### src/rtl/ws2812_frame_scheduler.sv
// Frame scheduler for the APA102-to-WS2812 bridge: detects SPI end-of-burst, commits the shadow
// frame, starts the transmitter, enforces the latch gap and optionally refreshes. Option: SCHED_GRB_REORDER_EN.
module ws2812_frame_scheduler #(
  parameter int unsigned LED_CNT        = 7,
  parameter int unsigned IDLE_CYCLES    = 1000,
  parameter int unsigned LATCH_CYCLES   = 3000,
  parameter int unsigned REFRESH_CYCLES = 0
) (
  input  logic                  clk,
  input  logic                  reset,
  input  logic                  sck,
  input  logic [24*LED_CNT-1:0] frame_in,
  input  logic                  tx_busy,
  output logic                  tx_start,
  output logic [24*LED_CNT-1:0] tx_data,
  output logic [7:0]            frame_count,
  output logic                  pending,
  output logic                  tx_err
);

  localparam int unsigned FrameW      = 24 * LED_CNT;
  localparam int unsigned BusyTimeout = 16;
  localparam bit          RefreshEn   = (REFRESH_CYCLES != 0);
  localparam int unsigned MaxIL  = (IDLE_CYCLES > LATCH_CYCLES) ? IDLE_CYCLES : LATCH_CYCLES;
  localparam int unsigned MaxILR = (MaxIL > REFRESH_CYCLES) ? MaxIL : REFRESH_CYCLES;
  localparam int unsigned CntMax = (MaxILR > BusyTimeout) ? MaxILR : BusyTimeout;
  localparam int unsigned CntW   = $clog2(CntMax + 1);

  typedef enum logic [2:0] {
    StIdle, StQuiet, StCommit, StStart, StWaitBusy, StTx, StGap
  } state_e;

  state_e              state_q, state_d;
  logic [CntW-1:0]     cnt_q, cnt_d;
  logic                sck_meta_q, sck_sync_q, sck_prev_q;
  logic                act_q, act_d;
  logic                tx_start_q, tx_start_d;
  logic [FrameW-1:0]   tx_data_q, tx_data_d;
  logic [FrameW-1:0]   commit_data;
  logic [7:0]          frame_count_q, frame_count_d;
  logic                pending_q, pending_d;
  logic                tx_err_q, tx_err_d;
  logic                commit;

  always_ff @(posedge clk) begin
    if (reset) begin
      sck_meta_q    <= 1'b0;
      sck_sync_q    <= 1'b0;
      sck_prev_q    <= 1'b0;
      act_q         <= 1'b0;
      state_q       <= StIdle;
      cnt_q         <= '0;
      tx_start_q    <= 1'b0;
      tx_data_q     <= '0;
      frame_count_q <= 8'd0;
      pending_q     <= 1'b0;
      tx_err_q      <= 1'b0;
    end else begin
      sck_meta_q    <= sck;
      sck_sync_q    <= sck_meta_q;
      sck_prev_q    <= sck_sync_q;
      act_q         <= act_d;
      state_q       <= state_d;
      cnt_q         <= cnt_d;
      tx_start_q    <= tx_start_d;
      tx_data_q     <= tx_data_d;
      frame_count_q <= frame_count_d;
      pending_q     <= pending_d;
      tx_err_q      <= tx_err_d;
    end
  end

`ifdef SCHED_GRB_REORDER_EN
  // Each pixel {B,G,R} becomes {G,R,B}; chain order is preserved.
  always_comb begin
    commit_data = '0;
    for (int unsigned i = 0; i < LED_CNT; i++) begin
      commit_data[24*i +: 24] = {frame_in[24*i+8 +: 8], frame_in[24*i +: 8],
                                 frame_in[24*i+16 +: 8]};
    end
  end
`else
  assign commit_data = frame_in;
`endif

  always_comb begin
    act_d     = sck_sync_q ^ sck_prev_q;
    state_d   = state_q;
    cnt_d     = cnt_q + CntW'(1);
    pending_d = pending_q;
    tx_err_d  = tx_err_q;
    commit    = 1'b0;

    if (act_q && !(state_q inside {StIdle, StQuiet})) pending_d = 1'b1;

    unique case (state_q)
      StIdle: begin
        if (!RefreshEn) cnt_d = '0;
        if (act_q) begin
          state_d = StQuiet;
        end else if (RefreshEn && (cnt_q == CntW'(REFRESH_CYCLES - 1))) begin
          state_d = StStart;
        end
      end
      StQuiet: begin
        // Counter reaches IDLE_CYCLES-1 on the edge that enters COMMIT.
        if (act_q) begin
          cnt_d = '0;
        end else if (cnt_q == CntW'(IDLE_CYCLES - 2)) begin
          state_d = StCommit;
        end
      end
      StCommit: begin
        commit  = 1'b1;
        state_d = StStart;
      end
      StStart: state_d = StWaitBusy;
      StWaitBusy: begin
        // The START cycle counts toward the busy timeout.
        if (tx_busy) begin
          state_d = StTx;
        end else if (cnt_q == CntW'(BusyTimeout - 2)) begin
          tx_err_d = 1'b1;
          state_d  = StGap;
        end
      end
      StTx: if (!tx_busy) state_d = StGap;
      StGap: begin
        if (cnt_q == CntW'(LATCH_CYCLES - 1)) begin
          if (pending_q || act_q) begin
            state_d   = StQuiet;
            pending_d = 1'b0;
          end else begin
            state_d = StIdle;
          end
        end
      end
      default: state_d = StIdle;
    endcase

    if (state_d != state_q) cnt_d = '0;

    tx_start_d    = (state_d == StStart);
    tx_data_d     = commit ? commit_data : tx_data_q;
    frame_count_d = commit ? frame_count_q + 8'd1 : frame_count_q;
  end

  assign tx_start    = tx_start_q;
  assign tx_data     = tx_data_q;
  assign frame_count = frame_count_q;
  assign pending     = pending_q;
  assign tx_err      = tx_err_q;

endmodule

### config.mk
export PLATFORM = sky130hd
export DESIGN_NAME = ws2812_frame_scheduler
export DESIGN_NICKNAME = d
export VERILOG_FILES = /design/src/rtl/ws2812_frame_scheduler.sv
export SDC_FILE = /design/constraint.sdc
export NUM_CORES = 1
export LEC_CHECK = 0
export CAP_MARGIN = 10
export CORE_AREA = 2 2 135 137
export DETAILED_ROUTE_END_ITERATION = 10
export DIE_AREA = 0 0 137 139
export GPL_ROUTABILITY_DRIVEN = 0
export PLACE_DENSITY = 0.84
export SKIP_CTS_REPAIR_TIMING = 1
export SYNTH_ARGS = -nofsm -noshare
export SYNTH_HDL_FRONTEND = slang
export SYNTH_SLANG_ARGS = --single-unit
export TNS_END_PERCENT = 30
### constraint.sdc
create_clock -name clk -period 3.35 [get_ports clk]
set_input_delay 0.335 -clock clk [delete_from_list [all_inputs] [get_ports clk]]
set_output_delay 0.335 -clock clk [all_outputs]
set_load 0.005 [all_outputs]
* Word level (Yosys, flattened, before mapping) *
Cells that the tools add are included.

operators by class
  equality and inequality tests = 11
  bitwise gates (word level) = 2
  muxes and demuxes = 16
  $add $sub $neg = 2
  reduce and logical (&&, ||, !) cells = 7

operator list
  kind                                                                number
  12-bit case mux with 2 select lines                                 1
  3-bit 2-to-1 mux                                                    7
  3-bit case mux with 7 select lines                                  1
  12-bit by 1-bit adder with 12-bit output (second input constant)    1
  12-bit by 10-bit == test with 1-bit output (second input constant)  1
  12-bit == test (second input constant)                              1
  12-bit by 4-bit == test with 1-bit output (second input constant)   1
  12-bit 2-to-1 mux                                                   1
  3-bit by 2-bit == test with 1-bit output (second input constant)    3
  3-bit == test (second input constant)                               3
  8-bit by 1-bit adder with 8-bit output (second input constant)      1
  1-bit 2-to-1 mux                                                    6
  3-bit by 1-bit == test with 1-bit output (second input constant)    1
  3-bit zero test                                                     1
  3-bit inequality test                                               1
  3-bit AND reduction                                                 1
  2-bit nonzero test                                                  1
  2-bit OR reduction                                                  1
  1-bit logical AND                                                   1
  1-bit zero test                                                     1
  1-bit logical OR                                                    1
  1-bit inverter                                                      1
  1-bit bitwise XOR                                                   1

storage, ports and cells
  word-level logic and storage cells = 49
  output and inout bits = 179
  bits in registers = 198
  input bits = 172

* Logic depth before layout (Yosys ltp) *
Gate-level depths: netlist of run 1.

  word-level depth = 8
  mapped depth = 6
  mapped depth without buffers = 6

* Worst setup path before layout of run 1 *
OpenSTA, ideal clock, no wires.

  kind = reg2reg
  start point = reg cnt_q[6]
  end point = reg cnt_q[0]
  arrival = 1.476 ns
  buffers on the path = 1
  setup time = 0.120 ns
  stages on the path, launching flop included = 6
  period minus slack after synthesis = 1.596 ns
  path slack = 1.754 ns
  data required time = 3.230 ns
  cells stage by stage = dfxtp_1 -> or4_4 -> nor4_4 -> o21a_2 -> buf_6 -> nor3_1

between the ends
  cells in the longest elaborated chain, start to end = 6
  elaborated cells between the ends (all ways) = 11
  classes of those cells = 4 x eq/ne; 6 x mux; 1 x reduce/logical

ends and longest elaborated chain
  element                                                                                                  RTL line  source
  from (decl)                                                                                              34        logic [CntW-1:0] cnt_q, cnt_d;
  from (signal assigned)                                                                                   64        cnt_q <= cnt_d;
  12-bit by 4-bit == test with 1-bit output or 12-bit by 10-bit == test with 1-bit output (tied branches)  122, 109
  3-bit 2-to-1 mux, on equally long branches                                                               122, 109
  3-bit 2-to-1 mux, on equally long branches                                                               120, 107
  3-bit case mux with 7 select lines (*)                                                                   96        unique case (state_q)
  3-bit inequality test (*)                                                                                141       if (state_d != state_q) cnt_d = '0;
  2-bit OR reduction (no line) (*)                                                                         -

Every way passes the cells marked *; elsewhere a longest branch is shown, timed or not.
A chain may end at the register's enable or synchronous reset.

* Worst setup path in the final report of run 1 *
  start point = reg state_q[2]
  end point = reg tx_data_q[163], in the netlist tx_data[163]

between the ends
  cells in the longest elaborated chain, start to end = 2

ends and longest elaborated chain
  element                                   RTL line  source
  from (decl)                               33        state_e state_q, state_d;
  from (signal assigned)                    51        state_q <= StIdle;
  from (signal assigned)                    63        state_q <= state_d;
  3-bit by 2-bit == test with 1-bit output  96
  1-bit 2-to-1 mux                          96
  to (signal assigned)                      66        tx_data_q <= tx_data_d;
  to (decl)                                 38        logic [FrameW-1:0] tx_data_q, tx_data_d;

Every way passes these cells.

==> results.md, run 1 <==
* Post-Syn Instances at 886
* Vias in the first global route at 6,734
* CTS H-tree depth at 4
* Clk_lat worst skew at 0.43 ns
* Hold WS at 0.375 ns
* First drt pass iteration count at 4
* Die X at 137 µm
* First-pass GRT wire length at 33,900 µm
* Vias per inst at 4.90
* Final WL at 22,000 µm
* Total number of vias at 7,050
* Die height at 139 µm
* Area growth, synth to finish at 58.9%
* Core area at 0.0177 mm²
* Rows at 49
* Critical Path, Cell by Cell: or3b_4 -> buf_4 -> nand2_1 -> a21oi_1
* Clock slew at reported path FFs at 0.07 ns
* Dpl ws at 1.12 ns
* Root buf cell: clkbuf_16
* Largest cells by area after synthesis: dfxtp_1, nand2_1, a21oi_1
* Number of synthesis warnings at 0
* Remaining DRCs at 0
* Number of port buffers at 350
* Clk_skew at 0.0102 ns
* FF-to-FF Start: state_q[2]
* Slowest cell on crit path: or3b_4
* CP Data Required Time at 3.70 ns
* Worst relative slew slack at 0.360
* Clk sinks at 198
* Crit end category: flip-flop
* Mean Syn Cell Area at 8.07 µm²
* Fin worst setup slack at 1.08 ns
* Synth Register Bits at 198
* Unrepaired setup endpoints after global routing: no
* GRT Residual Overflow at 0
* Hold_sp: reset
* Distinct cell type count after synthesis at 43
* Max-capacitance violation count at 0
* Total negative slack at 0 ns
* Maximum clock path buffer count at 2
* Synthesized net count at 1,061
* Final Instance Area at 0.0114 mm²
* Hold Fails Final Rpt at 0
* Most common cell after layout, fill and taps aside: clkdlybuf4s50_1
* Yosys top cell by area: dfxtp_1
* Critical Path Max Stage Delay at 0.83 ns
* CTS Buf Count at 17
* Kind of critical path: reg2reg
* CTS tree: built
* Share of cells above drive strength 1 at 0.0388
* Status: complete, no violations
* Top cell type's share of synthesized area at 0.554
* Most frequent cells in the layout: clkdlybuf4s50_1, nand2_1, dfxtp_1
* Hold WC Path Type: in2reg
* Initial core utilization at 0.405
* Max Slew Vio Count at 0
* Avg WL per Cell at 15.3 µm
* Fmax at 441 MHz
* Register area share after synthesis at 0.554
* Gr usage total at 0.225
* Fin crit period at 2.27 ns
* Detailed placement HPWL at 15,600 µm
* Worst-path fanout max at 73
* Final setup vio count at 0
* Largest net degree at the start of global routing at 99
* Nets at 1,372
* Core Util, Final at 0.643
* CP startpoint: state_q[2]
* Area of the mapped netlist at 0.00715 mm²
* Initial detailed-routing violation count at 315
* Worst VDD drop at 0.329 mV
* CP Data Arrival Time at 2.62 ns
* Final period util at 0.678
* Placed cell areas at 0.0107 mm²
* Leak at 3.79 nW
* Diode count at 0
* Pwr/cell area at 419 mW/mm²
* Antenna violations before repair at 0
* Remaining antenna violation count at 0
* Crit start category: flip-flop
* Ports at 351
* Worst-Margin Slew at 0.960 ns
* DIE AREA at 0.0190 mm²
[flip-flops by register name, indices dropped and copies added, names as in the netlist]
register     flops
tx_data        168
cnt_q           12
frame_count      8
state_q          3
act_q            1
pending          1
sck_meta_q       1
sck_prev_q       1
sck_sync_q       1
tx_err           1
tx_start         1
[Yosys cell counts]
cell type	number
nand2_1	344
dfxtp_1	198
a21oi_1	174
clkbuf_1	41
buf_2	20
nor3_1	18
xor2_1	12
nor2_1	10
nand4_1	7
nor2b_1	6
nand3_1	5
xnor2_1	5
and2_1	3
and4_1	3
ha_1	3
inv_1	3
nor3b_1	3
and3_1	2
buf_6	2
nand2b_1	2
o211ai_1	2
o21ai_0	2
a221oi_1	1
a22oi_1	1
a31oi_1	1
and2b_2	1
and3b_2	1
and4_2	1
and4b_1	1
and4bb_2	1
buf_4	1
nand4b_1	1
nor4_4	1
o2111ai_1	1
o211a_1	1
o21a_1	1
o21a_2	1
o32ai_1	1
or2b_2	1
or3_1	1
or3b_1	1
or4_1	1
or4_4	1
[final timing paths]
kind	end	slack, ns	cells after the start
min	frame_count[6]	0.37	2
max	tx_data[163]	1.08	4
max reg2reg	tx_data[163]	1.08	4
min reg2reg	sck_sync_q	0.44	1
[routing by layer]
metal | up-vias | share of wire | global-route usage
li1 | 3511 | - | -
met1 | 3240 | 0.39 | 0.248
met2 | 268 | 0.49 | 0.383
met3 | 31 | 0.095 | 0.0895
met4 | 0 | 0.027 | 0.0874
met5 | - | 0 | 0
[worst max-delay path: cells and delay by family (launching register included)]
kind            cells  cell delay, ns
compound gates      1            0.17
flops               1            0.59
buf+inv             1            0.46
simple gates        2            0.94
[through the flow]
stage | cells | power, mW
after floorplan | 886 | 2.45
after global placement | 1407 | 2.66
after detailed placement | 1407 | 2.66
after CTS | 1439 | 4.80
after global routing | 1439 | 4.91
final | 1439 | 4.76
[cells by family (layout without fill, tap and decap cells)]
kind of cell	Yosys count	after routing	share of synthesized area
AO/OA/AOI/OAI	186	186	0.135
flip-flops	198	198	0.554
buffers and inverters	67	391	0.0413
XOR/XNOR	17	17	0.0208
adder cells (fa/ha/maj)	3	3	0.00525
AND/OR/NAND/NOR	415	415	0.244
[report_power, final]
| group | total [mW] | internal [mW] | switching, mW |
|---|---|---|---|
| Sequential | 2.36 | 2.35 | 0.00370 |
| Clock | 2.15 | 1.21 | 0.932 |
| Combinational | 0.254 | 0.182 | 0.0718 |
[layout make-up]
type	instances	area (µm²)
Clock buffer	20	447
Clock inverter	12	166
Fill cell	1475	6300
Inverter	3	11.3
Multi-Input combinational cell	621	2900
Sequential cell	198	3960
Tap cell	229	287
Timing Repair Buffer	356	3590
Note: power is estimated with default switching activity, not from simulation.
==> run 2: changes to the inputs <==
--- a/config.mk
+++ b/config.mk
@@ -6,11 +6,11 @@
 export NUM_CORES = 1
 export LEC_CHECK = 0
 export CAP_MARGIN = 10
-export CORE_AREA = 2 2 135 137
+export CORE_MARGIN = 2
+export CORE_UTILIZATION = 40
 export DETAILED_ROUTE_END_ITERATION = 10
-export DIE_AREA = 0 0 137 139
 export GPL_ROUTABILITY_DRIVEN = 0
-export PLACE_DENSITY = 0.84
+export PLACE_DENSITY = 0.83
 export SKIP_CTS_REPAIR_TIMING = 1
 export SYNTH_ARGS = -nofsm -noshare
 export SYNTH_HDL_FRONTEND = slang
==> constraint.sdc (replaced) <==
create_clock -name clk -period 2.4 [get_ports clk]
set_input_delay 0.24 -clock clk [delete_from_list [all_inputs] [get_ports clk]]
set_output_delay 0.24 -clock clk [all_outputs]
set_load 0.005 [all_outputs]
==> run 2 against run 1 <==
Non-clock buffer count grew 3. Flip-flop and latch count is the same. Routed wire length shrank 2.2%. Sequential share of layout area shrank 0.13 points. Via count shrank 1.0%. Critical path depth is the same. Worst setup slack lost 0.55 ns. Hold slack lost 0.18 ns. Largest power group unchanged. Critical path type unchanged. First-iteration DRC count grew 0.95%.
==> results.md, run 2 (synthesis gave the netlist of run 1 again) <==
* Status: complete, no violations
* CTS Buf Count at 17
* GRT Residual Overflow at 0
* Most common cell after layout, fill and taps aside: clkdlybuf4s50_1
* Max-capacitance violation count at 0
* Avg WL per Cell at 15.0 µm
* CP Data Required Time at 2.70 ns
* Nets at 1,375
* Clk_lat worst skew at 0.43 ns
* Clk sinks at 198
* Flop2flop setup slack at 0.53 ns
* Slowest cell on crit path: dfxtp_1
* Final setup vio count at 0
* Total number of vias at 6,979
* Final WL at 21,500 µm
* Fmax at 536 MHz
* Maximum clock path buffer count at 2
* Die height at 138 µm
* R2R depth at 4
* Remaining DRCs at 0
* Placed Cells at 1,406
* Max reg flops at 168
* Clk_skew at 0.0117 ns
* Gr usage total at 0.214
* Total negative slack at 0 ns
* Clock slew at reported path FFs at 0.07 ns
* FF-to-FF Start: state_q[2]
* Number of port buffers at 350
* Pwr/cell area at 581 mW/mm²
* Rows at 48
* Root buf cell: clkbuf_16
* Hold WS at 0.191 ns
* First-pass GRT wire length at 31,800 µm
* Vias per inst at 4.86
* Placed cell areas at 0.0108 mm²
* Final period util at 0.777
* Leak at 3.81 nW
* Fin crit period at 1.87 ns
* Critical Path Max Stage Delay at 0.62 ns
* Hold EP: act_q
* Most frequent cells in the layout: clkdlybuf4s50_1, nand2_1, dfxtp_1
* Worst-Margin Slew at 0.489 ns
* Hold Fails Final Rpt at 0
* CP Data Arrival Time at 2.16 ns
* Total power at 6.62 mW
* Initial detailed-routing violation count at 318
* First drt pass iteration count at 5
* Core Util, Final at 0.657
* Vias in the first global route at 6,440
* Crit end category: flip-flop
* Worst hold stages at 2
* Remaining antenna violation count at 0
* Share of cells above drive strength 1 at 0.0413
* Crit start category: flip-flop
* CTS H-tree depth at 4
* Ports at 351
* # fillers at 1,460
* Kind of critical path: reg2reg
* Fin worst setup slack at 0.535 ns
* Critical Path, Cell by Cell: or2b_2 -> nor4_4 -> o21a_2 -> nor3_1
* CTS tree: built
* Unrepaired setup endpoints after global routing: no
* Register Area at 0.00396 mm²
* Worst relative slew slack at 0.674
* Max Slew Vio Count at 0
* Antenna violations before repair at 0
* Dpl ws at 0.511 ns
* DIE AREA at 0.0190 mm²
* Largest net degree at the start of global routing at 97
* Core area at 0.0174 mm²
* Fin cells at 1,437
* Multi-input logic area at 0.00290 mm²
* Hold_sp: reset
* Area growth, synth to finish at 59.5%
* Final Instance Area at 0.0114 mm²
* Hold WC Path Type: in2reg
* Initial core utilization at 0.412
* Worst-path fanout max at 15
* Diode count at 0
* Die X at 138 µm
* Detailed placement HPWL at 15,300 µm
* Worst VDD drop at 0.447 mV
* Critical R2R Capture: cnt_q[7]
-- run 2: changes by cell type in the layout (fill, tap and decap cells not counted), sizes merged --
cell	change
buf	+3
clkbuf	-1
-- run 2: report_power, final --
| part | switching [mW] | internal, mW |
|---|---|---|
| Clock | 1.29 | 1.69 |
| Combinational | 0.0953 | 0.256 |
| Sequential | 0.00507 | 3.29 |
-- run 2: worst max-delay path, delay by kind of cell, from the launching register on --
| family | cells | cell delay (ns) |
|---|---|---|
| flops | 1 | 0.62 |
| simple gates | 3 | 0.80 |
| compound gates | 1 | 0.31 |
-- run 2: per-layer routing --
layer / vias to the layer above / global-route usage / part of all wire
li1: 3510 / - / -
met3: 32 / 0.0938 / 0.11
met1: 3160 / 0.229 / 0.37
met4: 0 / 0.0845 / 0.027
met5: - / 0 / 0
met2: 277 / 0.371 / 0.49
-- run 2: area by class of cell --
class / count / area share
clock buffers: 19 / 0.0389
clock inverters: 12 / 0.0148
inverters: 3 / 0.000988
multi-input cells: 621 / 0.254
flip-flops and latches: 198 / 0.348
well taps: 225 / 0.0247
repair buffers: 359 / 0.319
-- run 2: how the worst max path moves through the flow --
stage	from	slack, ns	endpoint
floorplan	cnt_q[6]	0.80	cnt_q[0]
global placement	tx_busy	0.56	cnt_q[9]
detailed placement	tx_busy	0.51	cnt_q[2]
CTS	state_q[2]	0.53	cnt_q[5]
global route	state_q[2]	0.39	tx_data[25]
finish	state_q[2]	0.53	cnt_q[7]
